--- config.mk ---
export PLATFORM = sky130hd
export DESIGN_NAME = csr_file
export DESIGN_NICKNAME = d
export VERILOG_FILES = /design/src/rtl/csr_file.sv
export SDC_FILE = /design/constraint.sdc
export NUM_CORES = 1
export LEC_CHECK = 0
export ABC_AREA = 1
export ABC_CLOCK_PERIOD_IN_PS = 23800
export CAP_MARGIN = 20
export CORE_MARGIN = 2
export CORE_UTILIZATION = 58
export DETAILED_ROUTE_END_ITERATION = 16
export PLACE_DENSITY = 0.86
export SETUP_SLACK_MARGIN = 0.1
export SYNTH_ARGS = -nofsm -noshare
export SYNTH_HDL_FRONTEND = slang
export SYNTH_SLANG_ARGS = --single-unit
export TNS_END_PERCENT = 20
--- constraint.sdc ---
create_clock -name clk_i -period 23.8 [get_ports clk_i]
set_input_delay 4.76 -clock clk_i [delete_from_list [all_inputs] [get_ports clk_i]]
set_output_delay 4.76 -clock clk_i [all_outputs]
set_load 0.01 [all_outputs]
--- src/rtl/csr_file.sv ---
// csr_file: machine-mode CSR file with trap entry/return, mcycle and optional minstret counters.
// Build option: define CSR_FILE_MINSTRET_EN to implement minstret/instret (and high halves).
module csr_file #(
    parameter int              XLEN      = 32,
    parameter logic [XLEN-1:0] MTVEC_RST = '0,
    parameter int              CNT_W     = 64
) (
    input  logic            clk_i,
    input  logic            rst_i,
    input  logic [1:0]      csr_op_i,
    input  logic [11:0]     csr_addr_i,
    input  logic [XLEN-1:0] csr_wdata_i,
    output logic [XLEN-1:0] csr_rdata_o,
    output logic            csr_illegal_o,
    input  logic            trap_i,
    input  logic [XLEN-1:0] trap_cause_i,
    input  logic [XLEN-1:0] trap_epc_i,
    input  logic            mret_i,
    input  logic            retire_i,
    output logic [XLEN-1:0] mtvec_o,
    output logic [XLEN-1:0] mepc_o,
    output logic            irq_en_o,
    output logic [XLEN-1:0] mie_o
);
    localparam int              CW2        = 2 * XLEN;
    localparam logic [1:0]      OP_NONE    = 2'b00;
    localparam logic [1:0]      OP_RW      = 2'b01;
    localparam logic [1:0]      OP_RS      = 2'b10;
    localparam logic [1:0]      OP_RC      = 2'b11;
    localparam logic [XLEN-1:0] MTVEC_MASK = ~XLEN'(2);
    localparam logic [XLEN-1:0] MEPC_MASK  = ~XLEN'(3);
`ifdef CSR_FILE_MINSTRET_EN
    localparam bit IR_EN = 1'b1;
`else
    localparam bit IR_EN = 1'b0;
`endif

    logic             mstatus_mie, mstatus_mpie;
    logic [XLEN-1:0]  mie_q, mtvec_q, mscratch_q, mepc_q, mcause_q;
    logic             inhibit_cy, inhibit_ir;
    logic [CNT_W-1:0] mcycle_q;
    logic [CW2-1:0]   mcycle_ext, minstret_ext;
    logic [CNT_W-1:0] cy_wr;

    logic [XLEN-1:0]  mstatus_rd, mcountinhibit_rd, wval;
    logic             hit, ro, wr_op, do_write, we;
    logic             sel_mstatus, sel_mie, sel_mtvec, sel_minh, sel_mscratch;
    logic             sel_mepc, sel_mcause, sel_cy_lo, sel_cy_hi, sel_ir_lo, sel_ir_hi;

    assign mcycle_ext = CW2'(mcycle_q);

    always_comb begin
        mstatus_rd        = '0;
        mstatus_rd[12:11] = 2'b11;
        mstatus_rd[7]     = mstatus_mpie;
        mstatus_rd[3]     = mstatus_mie;
        mcountinhibit_rd    = '0;
        mcountinhibit_rd[0] = inhibit_cy;
        mcountinhibit_rd[2] = inhibit_ir;
    end

    // Address decode: read mux, write selects and legality.
    always_comb begin
        csr_rdata_o  = '0;
        hit          = 1'b1;
        ro           = 1'b0;
        sel_mstatus  = 1'b0;
        sel_mie      = 1'b0;
        sel_mtvec    = 1'b0;
        sel_minh     = 1'b0;
        sel_mscratch = 1'b0;
        sel_mepc     = 1'b0;
        sel_mcause   = 1'b0;
        sel_cy_lo    = 1'b0;
        sel_cy_hi    = 1'b0;
        sel_ir_lo    = 1'b0;
        sel_ir_hi    = 1'b0;
        case (csr_addr_i)
            12'h300: begin csr_rdata_o = mstatus_rd;       sel_mstatus  = 1'b1; end
            12'h304: begin csr_rdata_o = mie_q;            sel_mie      = 1'b1; end
            12'h305: begin csr_rdata_o = mtvec_q;          sel_mtvec    = 1'b1; end
            12'h320: begin csr_rdata_o = mcountinhibit_rd; sel_minh     = 1'b1; end
            12'h340: begin csr_rdata_o = mscratch_q;       sel_mscratch = 1'b1; end
            12'h341: begin csr_rdata_o = mepc_q;           sel_mepc     = 1'b1; end
            12'h342: begin csr_rdata_o = mcause_q;         sel_mcause   = 1'b1; end
            12'hB00: begin csr_rdata_o = mcycle_ext[XLEN-1:0];   sel_cy_lo = 1'b1; end
            12'hB02: begin csr_rdata_o = minstret_ext[XLEN-1:0]; sel_ir_lo = 1'b1; end
            12'hC00: begin csr_rdata_o = mcycle_ext[XLEN-1:0];   ro = 1'b1; end
            // With minstret compiled out its addresses read 0 and silently drop writes.
            12'hC02: begin csr_rdata_o = minstret_ext[XLEN-1:0]; ro = IR_EN; end
            12'hB80: if (XLEN == 32) begin csr_rdata_o = mcycle_ext[CW2-1:XLEN]; sel_cy_hi = 1'b1; end
                     else hit = 1'b0;
            12'hB82: if (XLEN == 32) begin csr_rdata_o = minstret_ext[CW2-1:XLEN]; sel_ir_hi = 1'b1; end
                     else hit = 1'b0;
            12'hC80: if (XLEN == 32) begin csr_rdata_o = mcycle_ext[CW2-1:XLEN]; ro = 1'b1; end
                     else hit = 1'b0;
            12'hC82: if (XLEN == 32) begin csr_rdata_o = minstret_ext[CW2-1:XLEN]; ro = IR_EN; end
                     else hit = 1'b0;
            default: hit = 1'b0;
        endcase
    end

    always_comb begin
        case (csr_op_i)
            OP_RS:   wval = csr_rdata_o | csr_wdata_i;
            OP_RC:   wval = csr_rdata_o & ~csr_wdata_i;
            default: wval = csr_wdata_i;
        endcase
    end

    assign wr_op         = (csr_op_i != OP_NONE);
    assign csr_illegal_o = !hit || (ro && wr_op);
    assign do_write      = (csr_op_i == OP_RW) || (wr_op && (csr_wdata_i != '0));
    // Trap and mret both pre-empt the EX write in the same cycle.
    assign we            = do_write && !csr_illegal_o && !trap_i && !mret_i;
    assign cy_wr = CNT_W'(sel_cy_hi ? {wval, mcycle_ext[XLEN-1:0]} : {mcycle_ext[CW2-1:XLEN], wval});

    always_ff @(posedge clk_i or posedge rst_i) begin
        if (rst_i) begin
            mstatus_mie  <= 1'b0;
            mstatus_mpie <= 1'b0;
            mie_q        <= '0;
            mtvec_q      <= MTVEC_RST & MTVEC_MASK;
            mscratch_q   <= '0;
            mepc_q       <= '0;
            mcause_q     <= '0;
            inhibit_cy   <= 1'b0;
            inhibit_ir   <= 1'b0;
        end else if (trap_i) begin
            mepc_q       <= trap_epc_i & MEPC_MASK;
            mcause_q     <= trap_cause_i;
            mstatus_mpie <= mstatus_mie;
            mstatus_mie  <= 1'b0;
        end else if (mret_i) begin
            mstatus_mie  <= mstatus_mpie;
            mstatus_mpie <= 1'b1;
        end else if (we) begin
            if (sel_mstatus) begin
                mstatus_mie  <= wval[3];
                mstatus_mpie <= wval[7];
            end
            if (sel_mie)      mie_q      <= wval;
            if (sel_mtvec)    mtvec_q    <= wval & MTVEC_MASK;
            if (sel_mscratch) mscratch_q <= wval;
            if (sel_mepc)     mepc_q     <= wval & MEPC_MASK;
            if (sel_mcause)   mcause_q   <= wval;
            if (sel_minh) begin
                inhibit_cy <= wval[0];
                inhibit_ir <= wval[2];
            end
        end
    end

    always_ff @(posedge clk_i or posedge rst_i) begin
        if (rst_i)                           mcycle_q <= '0;
        else if (we && (sel_cy_lo || sel_cy_hi)) mcycle_q <= cy_wr;
        else if (!inhibit_cy)                mcycle_q <= mcycle_q + CNT_W'(1);
    end

`ifdef CSR_FILE_MINSTRET_EN
    logic [CNT_W-1:0] minstret_q;
    logic [CNT_W-1:0] ir_wr;

    assign minstret_ext = CW2'(minstret_q);
    assign ir_wr = CNT_W'(sel_ir_hi ? {wval, minstret_ext[XLEN-1:0]} : {minstret_ext[CW2-1:XLEN], wval});

    always_ff @(posedge clk_i or posedge rst_i) begin
        if (rst_i)                                minstret_q <= '0;
        else if (we && (sel_ir_lo || sel_ir_hi))  minstret_q <= ir_wr;
        else if (retire_i && !inhibit_ir)         minstret_q <= minstret_q + CNT_W'(1);
    end
`else
    logic unused_ir;
    assign minstret_ext = '0;
    assign unused_ir    = ^{retire_i, sel_ir_lo, sel_ir_hi, inhibit_ir};
`endif

    assign mtvec_o  = mtvec_q;
    assign mepc_o   = mepc_q;
    assign irq_en_o = mstatus_mie;
    assign mie_o    = mie_q;
endmodule

==> results.ini <==
[outcome]
status = complete, no violations

[synth]
syn_inst = 2169
synth_enable_flop_cells = 0
postSynthAreaPerCell_um2 = 6.56
synth.distinct_cells = 33
post-synth-top-count-cell = nand2_1
syn_area_mm2 = 0.0142
async_reset_ff_share_pct = 100
synth_top_cell_by_area = dfrtp_1
synth_warnings = 0
ys_ff_latch = 225
ys_seq_area_share_pct = 39.6
yosys.area.top_type_share_pct = 39.6
synth_commonest_cells = 793 x nand2_1, 326 x nand3_1, 235 x nor2_1
synth_ff_type = dfrtp_1
yosys-top-cells-area = dfrtp_1 40%, nand2_1 21%, nand3_1 11%

[power_and_ir_drop]
swShare_pct = 26.0
pwr-share-comb_pct = 10.0
max-vdd-ir-drop_mv = 0.0531
power.internal_mw = 0.698
seq_power_share_pct = 42.9
p_total_mw = 0.943
power.density_mw_per_mm2 = 53.3
clkPwrFrac_pct = 47.1
p_leak_nw = 8.37
switching_power_mw = 0.245

[routing]
dr.first_iter.drc_count = 2772
totalWireLength_um = 61200
vias = 16900
firstDrtPassIters = 6
route.detailed.drc = 0
via_per_inst = 6.28
postRouteAntennaNets = 0
post_drt_wl_per_cell_um = 22.7

[timing]
fmax_mhz = 77.1
hold_viol_final = 0
period_minus_slack_ns = 12.97
tns_ns = 0
post-route-period-util_pct = 54.5
finClkSkew_ns = 0.0171
relSlewSlack_pct = 22.5
tightest_slew_ns = 1.16
slew_viol_final = 0
setup_violations = 0
rsz0062_at_grt = false

[die]
coreArea_mm2 = 0.0242
die_w_um = 161
rows = 57
chipHeight_um = 161
die-area_mm2 = 0.0258
top_level_ports = 245
floorplan.initialDensity_pct = 58.8

[layout]
synthToLayoutAreaGrowth_pct = 24.4
antenna_cells = 0
fin_nets = 2470
n_fill_cell = 1858
drive_above_1_share_pct = 5.31
fin_util_pct = 73.2

[clock_network]
clk_path_buf_depth = 3
root_buffer = clkbuf_16
ctsHoldBuffers = 0
clk_latency_ns = 0.57
cts_tree = done
clk_pin_slew_worst_paths_ns = 0.07
post-cts-setup-buffers = 0
numCtsBuffers = 26
cts.sinks = 225
htree_levels = 1
ctsResizeCount = 0

[grt]
grt_usage_pct = 46.6
grt_pass1_wl_um = 92200
grt_max_degree = 107
grt_pass1_vias = 15900
grt_overflow = 0
antenna_found_initial = 0

[run]
maxCapViolations = 0

[setup_path]
crit_type = in2out
required_ns = 19.04
end_kind = output port
startpoint_type = input port
arrival_ns = 8.21
critPathMaxFanout = 50

[place]
port_buffers = 238
gp_congestion = 1.02
hpwl_um = 42700

[hold_path]
min_path_type = reg2reg

path summary, 6_finish.rpt:
| path | slack, ns | endpoint | start | depth (start not counted) |
|---|---|---|---|---|
| worst min register to register | 0.49 | mscratch_q[5]$_DFFE_PP0P_ | mscratch_q[5]$_DFFE_PP0P_ | 2 |
| worst max-delay path | 10.83 | csr_rdata_o[24] | csr_addr_i[8] | 13 |
| worst max register to register | 20.75 | mcycle_ext[20]$_DFFE_PP0P_ | inhibit_cy$_DFFE_PP0P_ | 8 |
| max in group asynchronous | 17.56 | mtvec_o[25]$_DFFE_PP0P_ | rst_i | 3 |
| worst min-delay path | 0.49 | mscratch_q[5]$_DFFE_PP0P_ | mscratch_q[5]$_DFFE_PP0P_ | 2 |
| min in group asynchronous | 4.74 | mcause_q[11]$_DFFE_PP0P_ | rst_i | 2 |
critical path: stages:
cell,delay [ns]
clkdlybuf4s50_1,0.48
nand2_1,0.08
inv_2,0.06
nand2_1,0.14
nor2_4,0.11
buf_4,0.55
nand2_2,0.25
inv_1,0.60
nand2_1,0.29
nand2_1,0.12
nor2_1,0.04
nand2_1,0.11
clkdlybuf4s50_1,0.57
metrics by stage:
stage | cells | instance area, um2 | hold WS, ns | setup WS (ns)
after floorplan | 2171 | 14200 | 0.453 | 12.88
after global placement | 2649 | 16700 | 0.467 | 11.08
after detailed placement | 2649 | 16700 | 0.477 | 11.01
after CTS | 2697 | 17700 | 0.492 | 11.03
after global routing | 2698 | 17700 | 0.512 | 10.74
final | 2698 | 17700 | 0.494 | 10.83
flip-flops by register name (all words and copies together), names as in the netlist, 30 cells and up:
| name | count |
|---|---|
| mcause_q | 32 |
| mepc_o | 30 |
| mscratch_q | 32 |
| mcycle_ext | 64 |
| mtvec_o | 31 |
| mie_o | 32 |
area by class of cell:
type	instances	area (um2)	share of cell area [%]
Clock inverter	11	185	1.05
Clock buffer	37	762	4.31
Timing Repair Buffer	262	2560	14.5
Sequential cell	225	5630	31.8
Multi-Input combinational cell	1660	7460	42.2
Inverter	179	679	3.84
Tap cell	324	405	2.29
layout by cell type (no fill, tap or decap), types with 4 or more instances in the layout:
master	n
nand2_1	791
nand3_1	325
clkdlybuf4s50_1	237
nor2_1	230
dfrtp_1	225
inv_1	149
o21ai_1	100
o211ai_1	58
o21ai_0	30
inv_2	29
xor2_1	29
nor3_1	28
clkbuf_16	26
buf_4	23
nand4_1	20
nor2_4	8
clkbuf_8	7
nor2_2	6
nand2_2	5
clkbuf_1	4
bufinv_16	4
clkinv_2	4
power by group through the flow:
stage	Clock (mW)	Combinational, mW	Sequential, mW
2_1_floorplan	0	0.0397	0.409
3_3_place_gp	0	0.0879	0.410
3_5_place_dp	0	0.0904	0.410
4_1_cts	0.441	0.0918	0.404
5_1_grt	0.455	0.0997	0.405
6_report	0.444	0.0946	0.405
layer usage:
metal,GRT usage (%),routed length (um),up-vias
met4,19.1,3050,0
li1,-,-,7332
met1,66.1,22800,7846
met5,0,0,-
met2,67.8,25600,1541
met3,12.6,9840,226
kinds of logic after synthesis:
| logic type | count (synthesis) | share of synthesized area [%] |
|---|---|---|
| and+or+nand+nor | 1429 | 42.1 |
| buffers and inverters | 286 | 8.30 |
| DFF | 225 | 39.6 |
| AOI/OAI and AO/OA | 195 | 7.96 |
| xor gates and xnor gates | 32 | 1.97 |
| adders and majority gates | 1 | 0.0880 |
| other | 1 | 0.0264 |
Note: power is estimated with default switching activity, not from simulation.
